[src/rtl/loader_pkg.sv]
// Shared types and constants for the program loader.
// Frame states, target encodings and the default sync marker.
package loader_pkg;

    typedef enum logic [2:0] {
        S_IDLE,
        S_TGT,
        S_ADDR,
        S_CNT,
        S_DATA,
        S_CHK,
        S_DONE
    } state_t;

    localparam logic TGT_IMEM = 1'b0;
    localparam logic TGT_DMEM = 1'b1;
    localparam int RUN_BIT = 7;
    localparam logic [7:0] DEF_SYNC = 8'hA5;

    // Target byte is legal only when its reserved bits 6..1 are clear.
    function automatic logic tgt_ok(input logic [7:0] b);
        return (b[6:1] == 6'd0);
    endfunction

endpackage

[src/rtl/loader_checksum.sv]
// Running 8-bit frame checksum with clear, add-enable and compare.
// match compares the accumulated sum against the presented byte.
module loader_checksum (
    input  logic       clk,
    input  logic       reset,
    input  logic       clr,
    input  logic       add_en,
    input  logic [7:0] data,
    input  logic [7:0] cmp,
    output logic       match
);

    logic [7:0] sum;

    // Accumulate header and payload bytes modulo 256.
    always_ff @(posedge clk or negedge reset) begin
        if (!reset) begin
            sum <= 8'd0;
        end else if (clr) begin
            sum <= 8'd0;
        end else if (add_en) begin
            sum <= sum + data;
        end
    end

    assign match = (sum == cmp);

endmodule

[src/rtl/program_loader.sv]
// Framed byte-stream loader for instruction and data memories.
// Optional inter-byte timeout: define LOADER_TIMEOUT_EN.
module program_loader
    import loader_pkg::*;
#(
    parameter int IMEM_AW = 8,
    parameter int DMEM_AW = 4,
    parameter logic [7:0] SYNC_BYTE = DEF_SYNC,
    parameter int TIMEOUT_CYCLES = 1024
) (
    input  logic               clk,
    input  logic               reset,
    input  logic [7:0]         in_data,
    input  logic               in_valid,
    output logic               in_ready,
    output logic               ins_write,
    output logic [IMEM_AW-1:0] ins_addr,
    output logic [7:0]         instruction_write_data,
    output logic               mem_write_tb,
    output logic [DMEM_AW-1:0] access_addr_tb,
    output logic [7:0]         mem_write_data_tb,
    output logic               cpu_hold,
    output logic               load_done,
    output logic               load_err
);

    state_t state, state_n;

    logic               accept;
    logic               tgt_dmem;
    logic               tgt_run;
    logic [IMEM_AW-1:0] ptr;
    logic [DMEM_AW-1:0] dptr_inc;
    logic [8:0]         cnt;
    logic               run_pend;
    logic               timeout;

    logic start, ld_tgt, ld_addr, ld_cnt;
    logic wr_fire, set_done, set_err;
    logic sum_clr, sum_add, sum_ok;

    assign accept   = in_valid & in_ready;
    assign dptr_inc = ptr[DMEM_AW-1:0] + DMEM_AW'(1);

    loader_checksum u_chk (
        .clk    (clk),
        .reset  (reset),
        .clr    (sum_clr),
        .add_en (sum_add),
        .data   (in_data),
        .cmp    (in_data),
        .match  (sum_ok)
    );

`ifdef LOADER_TIMEOUT_EN
    localparam int TW = $clog2(TIMEOUT_CYCLES + 1);

    logic [TW-1:0] tmo_cnt;
    logic          busy;

    assign busy = (state != S_IDLE) && (state != S_DONE);

    // Count idle cycles between accepted bytes while inside a frame.
    always_ff @(posedge clk or negedge reset) begin
        if (!reset) begin
            tmo_cnt <= '0;
        end else if (accept || !busy) begin
            tmo_cnt <= '0;
        end else begin
            tmo_cnt <= tmo_cnt + TW'(1);
        end
    end

    assign timeout = busy && !accept &&
                     (tmo_cnt == TW'(TIMEOUT_CYCLES - 1));
`else
    assign timeout = 1'b0;
`endif

    // Frame state register.
    always_ff @(posedge clk or negedge reset) begin
        if (!reset) begin
            state <= S_IDLE;
        end else begin
            state <= state_n;
        end
    end

    // Next-state and per-byte control decode.
    always_comb begin
        state_n  = state;
        start    = 1'b0;
        ld_tgt   = 1'b0;
        ld_addr  = 1'b0;
        ld_cnt   = 1'b0;
        wr_fire  = 1'b0;
        set_done = 1'b0;
        set_err  = 1'b0;
        sum_clr  = 1'b0;
        sum_add  = 1'b0;
        if (timeout) begin
            set_err = 1'b1;
            state_n = S_IDLE;
        end else if (accept) begin
            unique case (state)
                S_IDLE, S_DONE: begin
                    if (in_data == SYNC_BYTE) begin
                        start   = 1'b1;
                        sum_clr = 1'b1;
                        state_n = S_TGT;
                    end
                end
                S_TGT: begin
                    if (tgt_ok(in_data)) begin
                        ld_tgt  = 1'b1;
                        sum_add = 1'b1;
                        state_n = S_ADDR;
                    end else begin
                        set_err = 1'b1;
                        state_n = S_IDLE;
                    end
                end
                S_ADDR: begin
                    ld_addr = 1'b1;
                    sum_add = 1'b1;
                    state_n = S_CNT;
                end
                S_CNT: begin
                    ld_cnt  = 1'b1;
                    sum_add = 1'b1;
                    state_n = S_DATA;
                end
                S_DATA: begin
                    wr_fire = 1'b1;
                    sum_add = 1'b1;
                    if (cnt == 9'd1) begin
                        state_n = S_CHK;
                    end
                end
                S_CHK: begin
                    if (sum_ok) begin
                        set_done = 1'b1;
                        state_n  = S_DONE;
                    end else begin
                        set_err = 1'b1;
                        state_n = S_IDLE;
                    end
                end
                default: state_n = S_IDLE;
            endcase
        end
    end

    // Datapath: header latches, write port, status and CPU hold.
    always_ff @(posedge clk or negedge reset) begin
        if (!reset) begin
            in_ready               <= 1'b0;
            tgt_dmem               <= TGT_IMEM;
            tgt_run                <= 1'b0;
            ptr                    <= '0;
            cnt                    <= '0;
            run_pend               <= 1'b0;
            ins_write              <= 1'b0;
            ins_addr               <= '0;
            instruction_write_data <= '0;
            mem_write_tb           <= 1'b0;
            access_addr_tb         <= '0;
            mem_write_data_tb      <= '0;
            cpu_hold               <= 1'b1;
            load_done              <= 1'b0;
            load_err               <= 1'b0;
        end else begin
            in_ready     <= 1'b1;
            ins_write    <= 1'b0;
            mem_write_tb <= 1'b0;
            run_pend     <= 1'b0;
            if (run_pend) begin
                cpu_hold <= 1'b0;
            end
            if (start) begin
                load_done <= 1'b0;
                load_err  <= 1'b0;
                cpu_hold  <= 1'b1;
            end
            if (ld_tgt) begin
                tgt_dmem <= in_data[0];
                tgt_run  <= in_data[RUN_BIT];
            end
            if (ld_addr) begin
                if (tgt_dmem == TGT_DMEM) begin
                    ptr <= IMEM_AW'(in_data[DMEM_AW-1:0]);
                end else begin
                    ptr <= IMEM_AW'(in_data);
                end
            end
            if (ld_cnt) begin
                cnt <= (in_data == 8'd0) ? 9'd256 : {1'b0, in_data};
            end
            if (wr_fire) begin
                cnt <= cnt - 9'd1;
                if (tgt_dmem == TGT_DMEM) begin
                    mem_write_tb      <= 1'b1;
                    access_addr_tb    <= ptr[DMEM_AW-1:0];
                    mem_write_data_tb <= in_data;
                    ptr               <= IMEM_AW'(dptr_inc);
                end else begin
                    ins_write              <= 1'b1;
                    ins_addr               <= ptr;
                    instruction_write_data <= in_data;
                    ptr                    <= ptr + IMEM_AW'(1);
                end
            end
            if (set_done) begin
                load_done <= 1'b1;
                run_pend  <= tgt_run;
            end
            if (set_err) begin
                load_err <= 1'b1;
                cpu_hold <= 1'b1;
            end
        end
    end

endmodule

[config.mk]
export PLATFORM = sky130hd
export DESIGN_NAME = program_loader
export DESIGN_NICKNAME = d
export VERILOG_FILES = /design/src/rtl/loader_pkg.sv /design/src/rtl/loader_checksum.sv /design/src/rtl/program_loader.sv
export SDC_FILE = /design/constraint.sdc
export NUM_CORES = 1
export LEC_CHECK = 0
export BUFFER_PORTS_ARGS = -buffer_cell sky130_fd_sc_hd__clkbuf_2
export CORE_MARGIN = 2
export CORE_UTILIZATION = 62
export DETAILED_ROUTE_END_ITERATION = 6
export PLACE_DENSITY = 0.95
export SYNTH_ARGS = -nofsm -noshare
export SYNTH_HDL_FRONTEND = slang
export SYNTH_SLANG_ARGS = --single-unit
[constraint.sdc]
create_clock -name clk -period 2.8 [get_ports clk]
set_input_delay 0.14 -clock clk [delete_from_list [all_inputs] [get_ports clk]]
set_output_delay 0.14 -clock clk [all_outputs]
set_load 0.01 [all_outputs]
==> results summary <==
The root buffer selected by CTS is clkbuf_8. The power density over the cells is 659.7 nW/um^2. The floorplan has 26 rows.

The remaining global-route overflow is 0. The area share of and/or/nand/nor cells after synthesis is 15.27%. By area, the combinational part of the netlist is dominated by compound AO/OA/AOI/OAI gates. The worst-case IR drop observed on VDD is 520.5 uV. The sum of negative setup slack came out at 0 ps. The data arrival at the endpoint of the critical path is 2740 ps. The critical path in this run is classified as reg -> reg. The floorplan die area came out at 5995 um^2.

The post-route DRC violation count came out at 0. For this run, the top clock speed supported by timing is 404.7 MHz. The worst slack at placement is 373.5 ps. For this design the top-level I/O count stands at 45. The layout overhead on the synthesized area came out at 14.15%. The final number of setup-violating endpoints is 0.

Global routing used 28.58% of the available tracks across all layers. The share of flip-flops with an asynchronous set or reset came out at 100.0%. The summed area of non-filler cells in the final layout came out at 3816 um^2. The layout filler cell count is 369. For the worst-skew pair, the clock arrives at the later sink with an insertion delay of 360 ps. The standard cell with the maximum stage delay on the critical path is or3_1. TritonCTS built the clock tree.

The number of global-route vias before repair came to 2691. The worst slew margin relative to its limit came out at 29.37%. The maximum single-stage delay on the critical path came out at 780 ps. The number of enable-type register cells in the synthesized netlist is 0. After synthesis the netlist holds a flip-flop and latch count of 65. The maximum buffer depth of the clock tree is 2.

Setup repair after global routing left no endpoint under its margin. STA classifies the critical path startpoint as a flip-flop. The xor/xnor share of the synthesized area is 1.572%. The global placer's final weighted congestion came out at 0.8659. The number of instances in the synthesized netlist is 324. The net count of the finished layout is 391. The average cell area after synthesis is 10.32 um^2. The sum of routed wire length over all layers is 7.911 mm. The post-detailed-route wirelength per cell is 17.82 um. The path class of the tightest hold or removal check is in -> reg. On the critical path the largest part of the delay comes from simple AND/OR/NAND/NOR gates. For this run, the number of Yosys warnings is 0. The region available for standard cell placement spans 5140 um^2.

Summing every instance area after synthesis gives 3343 um^2. The multiplexer share of the synthesized area is 11.04%. The sequential cell area fraction in the yosys report is 48.69%. The floorplan step set the die height to 77.43 um. The die span in x is 77.43 um. dfrtp_1 takes more of the synthesized area than any other cell.

The number of buffers and inverters on the critical path is 1. The total placed cells including tap cells came out at 427. The number of nets still failing antenna checks after routing is 0. The first global-routing pass estimated 13.17 mm of wire.

The number of standard cells in the layout, taps in and fillers out came out at 444. The post-route netlist has 25.67% of its cells at a drive strength greater than 1. Summing the areas of all fa, ha and maj instances in the mapped netlist gives 4.341% of the synthesized area. The overall power is 2.517 mW. The clock transition at the registers of the reported paths is 70 ps. The total clock sinks is 65. The count of buffers inserted at the top-level ports is 44. The post-route clock period utilization is 88.25%. Entering global routing, the biggest net connects 66 pins. The compound-gate portion of the synthesized area is 15.53%.

Synthesis produced a netlist with a net count of 346. In the post-synthesis netlist, the cell with the most instances is dfrtp_1. The flow ran to the end, and the final reports show no timing, DRC or antenna violations. The detailed placer's ending HPWL came out at 5.213 mm. The via count came out at 2769. After the first detailed-routing iteration, the DRC count stood at 329. The final-report max-slew violation count came out at 0. The initial antenna violation count is 0. Synthesis instantiated 52 different standard cells from the library. The area after detailed placement is 3600 um^2. Walking the worst path, the cells encountered are or3b_1 -> or3_1 -> inv_1 -> a21oi_1 -> o22ai_1. The multi-input combinational cell area came out at 1600 um^2. The area occupied by registers came out at 1628 um^2. The static leakage came out at 1.933 nW. The number of vias per cell after detailed routing came out at 6.236.

The number of H-tree levels is 3. By area the synthesized netlist is led by dfrtp_1, mux2_4, mux2_2, o21ai_0, ha_1. The top fanout value on the critical path is 22.

The most used flip-flop cell after synthesis is dfrtp_1. The worst endpoint required time is 3070 ps. The critical path endpoint category is a flip-flop. The number of antenna diodes in the final layout is 0. The TritonCTS buffer count is 9. Across all setup checks in the final design, the least slack found is 329.0 ps. The number of detailed-route iterations in the first pass came out at 5. The final hold violation count came out at 0. Counting instances in the post-synthesis netlist gives the leading cell types as dfrtp_1, o21ai_0, nand2_1, a21oi_1, nor2_1. The tool flagged a number of max-cap violations equal to 0. Once the floorplan was initialized, standard cells occupied 65.04% of the core.

Subtracting the final worst setup slack from the clock period gives 2471 ps. The worst clock skew is 11.07 ps. The synthesized design devotes to its leading area cell type 47.90% of total area.

For the pin with the worst max-slew slack, the measured transition is 1060 ps.
==> sequential cells by signal, indices dropped and copies added, names as in the netlist <==
name / cells
run_pend: 1
u_chk.sum: 8
tgt_run: 1
ins_addr: 8
mem_write_tb: 1
ptr: 8
mem_write_data_tb: 8
in_ready: 1
cpu_hold: 1
instruction_write_data: 8
tgt_dmem: 1
cnt: 9
access_addr_tb: 4
load_done: 1
ins_write: 1
state: 3
load_err: 1
==> final timing paths <==
check | startpoint | to | slack, ps | cells past startpoint
max reg2reg | state[2] | ptr[6] | 330 | 5
max | state[2] | ptr[6] | 330 | 5
min in group asynchronous | reset | mem_write_tb | 480 | 3
min | in_data[3] | instruction_write_data[3] | 120 | 2
min reg2reg | ins_addr[7] | ins_addr[7] | 490 | 2
max in group asynchronous | reset | cnt[1] | 1760 | 3
==> kinds of logic after synthesis <==
family | count (synthesis)
AOI/OAI and AO/OA | 86
xor gates and xnor gates | 6
adders and majority gates | 11
buffers and inverters | 25
DFF | 65
muxes | 29
other | 1
and+or+nand+nor | 101
==> cell usage in the layout (no fill, tap or decap), types with 2 or more instances in the layout <==
master    instances
or3_1             2
o31ai_1           3
mux2_2           15
clkbuf_2         44
clkbuf_8         11
nand3_1          12
a21oi_1          19
nor4_1            5
nor3b_1           3
o22ai_1           3
mux2i_1           2
a21o_1            4
nor2_1           18
nor2b_1           3
xnor2_1           2
nand2b_1          2
o21ai_0          33
o211ai_1          2
o22a_1            2
nand2_1          25
a22o_1            2
ha_1             10
and3_1            4
dfrtp_1          64
xor2_1            4
a31oi_1           4
mux2_4           12
inv_1            11
nor3_1           15
buf_4             3
and2_1            3
o31a_1            3
a211oi_1          2
o21a_1            3
==> routing by layer <==
metal / global-route usage [%] / part of all wire [%]
met1: 38.05 / 43
met2: 44.35 / 49
met3: 5.116 / 5.6
met4: 16.07 / 2.6
met5: 0 / 0
==> metrics by stage <==
stage / hold slack, ps / util (%)
5_1_grt: 120.5 / 74.25
4_1_cts: 120.3 / 74.25
6_report: 124.0 / 74.25
3_3_place_gp: 355.5 / 70.03
2_1_floorplan: -155.6 / -
3_5_place_dp: 369.3 / 70.03
==> power by group <==
part	switching (mW)	internal, mW
clock	0.389	0.460
combinational	0.298	0.208
sequential	0.118	1.04
==> area by class of cell <==
class | instances | share of cell area (%)
flip-flops and latches | 65 | 42.66
multi-input cells | 234 | 41.93
repair buffers | 48 | 6.623
clock buffers | 12 | 4.066
well taps | 70 | 2.295
clock inverters | 4 | 1.344
inverters | 11 | 1.082
==> what timing repair did <==
| item | in CTS | in global routing |
|---|---|---|
| setup buffers | 0 | 0 |
| endpoints found under the hold margin | 23 | 0 |
| gates resized for setup | 0 | 0 |
| hold buffers | 1 | 0 |
Power figures use the tool's default switching activity.
